`src/rtl/vmem_pkg.sv`:
```
// Shared types and geometry helpers for the vector load/store splitter.
package vmem_pkg;

    typedef enum logic [1:0] {
        ST_IDLE      = 2'd0,
        ST_ISSUE     = 2'd1,
        ST_WAIT_RESP = 2'd2,
        ST_DONE      = 2'd3
    } state_t;

    function automatic int line_bytes(input int block_w);
        return block_w / 8;
    endfunction

endpackage

```
`src/rtl/vchunk_calc.sv`:
```
// Largest chunk starting at addr that neither exceeds the remaining bytes
// nor crosses a cache line boundary (LINE_BYTES must be a power of two).
module vchunk_calc #(
    parameter int ADDR_W     = 32,
    parameter int SIZE_W     = 6,
    parameter int LINE_BYTES = 32
) (
    input  logic [ADDR_W-1:0] addr,
    input  logic [SIZE_W:0]   remaining,
    output logic [SIZE_W:0]   chunk
);

    localparam int CNT_W = SIZE_W + 1;

    logic [ADDR_W-1:0] line_off;
    logic [CNT_W-1:0]  offset;
    logic [CNT_W-1:0]  space;

    always_comb begin
        line_off = addr & ADDR_W'(LINE_BYTES - 1);
        offset   = CNT_W'(line_off);
        space    = CNT_W'(LINE_BYTES) - offset;
        chunk    = (remaining < space) ? remaining : space;
    end

endmodule

```
`src/rtl/vldst_splitter.sv`:
```
// Splits a vector load/store into line-bounded cache accesses, one load chunk
// in flight at a time, and reassembles load data into a single completion.
module vldst_splitter
    import vmem_pkg::*;
#(
    parameter int ADDR_W    = 32,
    parameter int DATA_W    = 256,
    parameter int BLOCK_W   = 256,
    parameter int SIZE_W    = 6,
    parameter int MICROOP_W = 7
) (
    input  logic                 clk,
    input  logic                 rst,
    input  logic                 req_valid_i,
    output logic                 req_ready_o,
    input  logic [ADDR_W-1:0]    req_addr_i,
    input  logic [SIZE_W-1:0]    req_size_i,
    input  logic                 req_store_i,
    input  logic [DATA_W-1:0]    req_data_i,
    input  logic [MICROOP_W-1:0] req_microop_i,
    output logic                 cache_valid_o,
    input  logic                 cache_ready_i,
    output logic [ADDR_W-1:0]    cache_addr_o,
    output logic [SIZE_W-1:0]    cache_size_o,
    output logic                 cache_store_o,
    output logic [DATA_W-1:0]    cache_data_o,
    output logic [MICROOP_W-1:0] cache_microop_o,
    input  logic                 resp_valid_i,
    input  logic [DATA_W-1:0]    resp_data_i,
    output logic                 done_valid_o,
    input  logic                 done_ready_i,
    output logic                 done_store_o,
    output logic [DATA_W-1:0]    done_data_o,
    output state_t               state_o
);

    localparam int LINE_BYTES = line_bytes(BLOCK_W);
    localparam int CNT_W      = SIZE_W + 1;

    // Handshakes: a transfer happens on a rising clk edge where valid and
    // ready are both high; a valid source holds its payload until then.
    state_t                state;
    logic [ADDR_W-1:0]     base_q;
    logic [CNT_W-1:0]      size_q;
    logic                  store_q;
    logic [DATA_W-1:0]     data_q;
    logic [MICROOP_W-1:0]  microop_q;
    logic [CNT_W-1:0]      bytes_done;
    logic [DATA_W-1:0]     acc;

    logic [ADDR_W-1:0]     cur_addr;
    logic [CNT_W-1:0]      remaining;
    logic [CNT_W-1:0]      chunk;
    logic [CNT_W+2:0]      bit_off;
    logic [DATA_W-1:0]     chunk_mask;
    logic                  last_chunk;

    vchunk_calc #(
        .ADDR_W     (ADDR_W),
        .SIZE_W     (SIZE_W),
        .LINE_BYTES (LINE_BYTES)
    ) u_chunk (
        .addr      (cur_addr),
        .remaining (remaining),
        .chunk     (chunk)
    );

    always_comb begin
        cur_addr   = base_q + ADDR_W'(bytes_done);
        remaining  = size_q - bytes_done;
        bit_off    = {bytes_done, 3'b000};
        last_chunk = (remaining == chunk);
        chunk_mask = '0;
        for (int i = 0; i < DATA_W / 8; i++) begin
            if (CNT_W'(i) < chunk) chunk_mask[8*i +: 8] = 8'hFF;
        end
    end

    always_ff @(posedge clk) begin
        if (rst) begin
            state      <= ST_IDLE;
            base_q     <= '0;
            size_q     <= '0;
            store_q    <= 1'b0;
            data_q     <= '0;
            microop_q  <= '0;
            bytes_done <= '0;
            acc        <= '0;
        end else begin
            case (state)
                ST_IDLE: begin
                    if (req_valid_i) begin
                        base_q     <= req_addr_i;
                        size_q     <= {1'b0, req_size_i};
                        store_q    <= req_store_i;
                        data_q     <= req_data_i;
                        microop_q  <= req_microop_i;
                        bytes_done <= '0;
                        acc        <= '0;
                        state      <= (req_size_i == '0) ? ST_DONE : ST_ISSUE;
                    end
                end
                ST_ISSUE: begin
                    if (cache_ready_i) begin
                        if (store_q) begin
                            bytes_done <= bytes_done + chunk;
                            state      <= last_chunk ? ST_DONE : ST_ISSUE;
                        end else begin
                            state <= ST_WAIT_RESP;
                        end
                    end
                end
                ST_WAIT_RESP: begin
                    // bytes_done is frozen here, so chunk still describes the outstanding load
                    if (resp_valid_i) begin
                        acc        <= acc | ((resp_data_i & chunk_mask) << bit_off);
                        bytes_done <= bytes_done + chunk;
                        state      <= last_chunk ? ST_DONE : ST_ISSUE;
                    end
                end
                ST_DONE: begin
                    if (done_ready_i) state <= ST_IDLE;
                end
                default: state <= ST_IDLE;
            endcase
        end
    end

    always_comb begin
        req_ready_o     = (state == ST_IDLE) && !rst;
        cache_valid_o   = (state == ST_ISSUE);
        cache_addr_o    = cache_valid_o ? cur_addr : '0;
        cache_size_o    = cache_valid_o ? SIZE_W'(chunk) : '0;
        cache_store_o   = cache_valid_o && store_q;
        cache_data_o    = cache_valid_o ? ((data_q >> bit_off) & chunk_mask) : '0;
        cache_microop_o = cache_valid_o ? microop_q : '0;
        done_valid_o    = (state == ST_DONE);
        done_store_o    = done_valid_o && store_q;
        done_data_o     = done_valid_o ? acc : '0;
        state_o         = state;
    end

endmodule

```
`config.mk`:
```
export PLATFORM = sky130hd
export DESIGN_NAME = vldst_splitter
export DESIGN_NICKNAME = d
export VERILOG_FILES = /design/src/rtl/vmem_pkg.sv /design/src/rtl/vchunk_calc.sv /design/src/rtl/vldst_splitter.sv
export SDC_FILE = /design/constraint.sdc
export NUM_CORES = 2
export LEC_CHECK = 0
export CELL_PAD_IN_SITES_DETAIL_PLACEMENT = 1
export CELL_PAD_IN_SITES_GLOBAL_PLACEMENT = 1
export CORE_AREA = 2 2 437 439
export DETAILED_ROUTE_END_ITERATION = 10
export DIE_AREA = 0 0 439 441
export PLACE_DENSITY = 0.66
export RECOVER_POWER = 100
export SYNTH_ARGS = -nofsm -noshare
export SYNTH_HDL_FRONTEND = slang
export SYNTH_SLANG_ARGS = --single-unit
```
`constraint.sdc`:
```
create_clock -name clk -period 8.2 [get_ports clk]
set_input_delay 2.46 -clock clk [delete_from_list [all_inputs] [get_ports clk]]
set_output_delay 2.46 -clock clk [all_outputs]
set_load 0.03 [all_outputs]
```
==> flow_metrics.tcl <==
set metrics [dict create \
    status "finished, violations left" \
    violations "max-capacitance violations, max-slew violations" \
    grt_pass1_wl_um 614000 \
    yosysMostFrequentCell "nand2_1" \
    final_area_um2 68200 \
    wl_per_cell_um 44.1 \
    cts_tree "yes" \
    die_x_um 439 \
    dr.first_iter.drc_count 7974 \
    worstSetupEndpointType "output port" \
    path_class "reg -> out" \
    clockRootBuffer "clkbuf_16" \
    route.detailed.drc 0 \
    hp-start "acc[100]" \
    finalWirelength_um 468000 \
    ios 1128 \
    finalHoldViolations 0 \
    clk_pin_slew_ns 0.06 \
    placed_cells 10400 \
    synthArstFlopShare_pct 0 \
    port_buffers 1127 \
    period_share_pct 99.1 \
    rows 160 \
    nNetsFinal 8585 \
    synth_edf_count 0 \
    report.final.slew_viol_count 235 \
    coreArea_um2 189000 \
    ys_warn_count 0 \
    synth_cell_types 110 \
    cp.required_ns 5.74 \
    netlist_top_cells_count "nand2_1, nor2_1, a21oi_1" \
    crit_arrival_ns 5.67 \
    hpwl_um 375000 \
    die-area_um2 194000 \
    fin_skew_ns 0.0336 \
    ys.flop_type "dfxtp_1" \
    clock-sinks 567 \
    worstMarginPinSlew_ns 3.65 \
    maxCapViolCount 6 \
    cp_top_family "simple AND/OR/NAND/NOR gates" \
    setup.worst_path.start_class "register" \
    whs_endpoint "acc[100]" \
    insertion_delay_ns 0.77 \
    hold_buffers 0 \
    period_minus_slack_ns 8.13 \
    synth-seq-area-share_pct 23.2 \
    cp_max_fo 8 \
    path_cells "ha_1 > fa_2 > a211oi_4 > o21bai_2 > a221oi_2 > buf_4 > inv_1 > ha_1 > and3_1 > a221o_1 > nor2_4 > a311oi_4 > buf_4 > nor2_1 > nand2_2 > nor2_1 > dlymetal6s2s_1" \
    initial_core_util_pct 25.9 \
    die_height_um 441 \
    slowest_stage "fa_2" \
    whs_ns 0.439 \
    syn_area_per_cell_um2 6.97 \
    synth_nets 7617 \
    synthCells 7020 \
    fin_util_pct 36.1 \
    dpl_cell_area_um2 67200 \
    antenna_found_initial 95 \
    drive_gt1_share_pct 13.2 \
    clockBufferDepth 3 \
    gr-usage-all-layers_pct 46.4 \
    drtPass1Iterations 5 \
    clock.fmax_mhz 123 \
    synth_top_area_cell "dfxtp_1" \
    gp_congestion 1.08 \
    reg2reg_depth 20 \
    num_vias 67600 \
    synth_area_um2 49000 \
    path_buf_inv 4 \
    ant_nets 0 \
    cpPeakStageDelay_ns 0.45 \
    grt.overflow.total 0 \
    first_global_vias 66600 \
    r2r-end "acc[250]" \
    viasPerCell 6.36 \
    regToRegStartpoint "bytes_done[0]" \
    ctsHtreeMaxLevel 3 \
    layout.cells.non_filler 10600 \
    max_slew_margin_pct -143 \
    grt_max_degree 251 \
    whs_path_depth 2 \
    numCtsBuffers 76 \
    ys_ff_latch 567 \
    hold_class "reg -> reg" \
    crit_cells 17 \
    yosys-top-cells-area "dfxtp_1, nand2_1, a21oi_1" \
    synth_top_area_share_pct 23.2 \
    setup_viol 0 \
    area_growth_pct 39.3 \
    r2r_slack_ns 0.87 \
]
[stage by stage]
stage,setup TNS (ns),worst slack (ns)
finish,0,0.0749
detailed placement,0,0.226
global route,-0.00483,-0.00483
global placement,0,0.323
CTS,-0.00311,-0.00311
floorplan,-0.472,-0.0606
[layout make-up]
class | instances | area [um2]
Antenna cell | 66 | 165
Clock buffer | 102 | 2120
Clock inverter | 37 | 468
Fill cell | 23000 | 121000
Inverter | 59 | 244
Multi-Input combinational cell | 5732 | 35300
Sequential cell | 567 | 11400
Tap cell | 2511 | 3140
Timing Repair Buffer | 1552 | 15400
[worst min-delay path, stage by stage (launching register included)]
cell and delay [ns]:
dfxtp_1 0.31, nand2_1 0.05, nand2_1 0.04
[state kept, by name, summed over array words and instances (netlist names)]
name / flops
store_q: 1
microop_q: 7
base_q: 32
bytes_done: 7
acc: 256
size_q: 6
state_o: 2
data_q: 256
[repair_timing]
| item | in CTS | in global routing |
|---|---|---|
| pin swaps | 1 | 3 |
| endpoints found under the setup margin | 215 | 168 |
| buffers inserted | 7 | 1 |
| gates resized for setup | 42 | 43 |
[how the worst max path moves through the flow]
stage             startpoint                end  slack (ns)
2_1_floorplan  bytes_done[2]  cache_data_o[224]       -0.06
3_3_place_gp   bytes_done[0]  cache_data_o[221]        0.32
3_5_place_dp   bytes_done[0]  cache_data_o[128]        0.23
4_1_cts        bytes_done[0]   cache_data_o[31]      -0.003
5_1_grt            base_q[0]  cache_data_o[182]      -0.005
6_report       bytes_done[0]   cache_data_o[93]        0.07
[cells in the final DEF, fill, tap and decap left out, types with 50 or more instances in the layout]
cell type,instances
buf_4,388
clkbuf_16,77
a31oi_1,89
a22o_1,91
mux2_2,115
a211oi_1,224
a22oi_1,89
and3_1,92
and2_1,347
clkbuf_1,89
diode_2,66
nand2_1,1144
nor3_1,136
a32oi_1,75
inv_1,50
a21oi_1,689
o21ai_0,294
nor2_1,722
mux2i_1,273
a221oi_1,82
dfxtp_1,561
buf_12,132
o22ai_1,95
nand3_1,232
clkdlybuf4s50_1,853
[logic make-up after synthesis]
group / count (synthesis) / share of synthesized area (%)
and+or+nand+nor: 2917 / 26.7
AOI/OAI and AO/OA: 2304 / 32.3
buffers and inverters: 721 / 5.73
DFF: 567 / 23.2
muxes: 440 / 10.5
xor gates and xnor gates: 38 / 0.726
adders and majority gates: 33 / 0.889
[metal layers]
metal	vias up	global-route usage [%]	wire length (um)
met4	30	45.1	53700
met3	1434	9.79	35800
met2	4417	73.5	210000
li1	27800	-	-
met5	-	0	225
met1	34000	51.4	169000
Power is not shown: default switching activity piles up to over one toggle a cycle in this logic, so the estimate is an artifact.
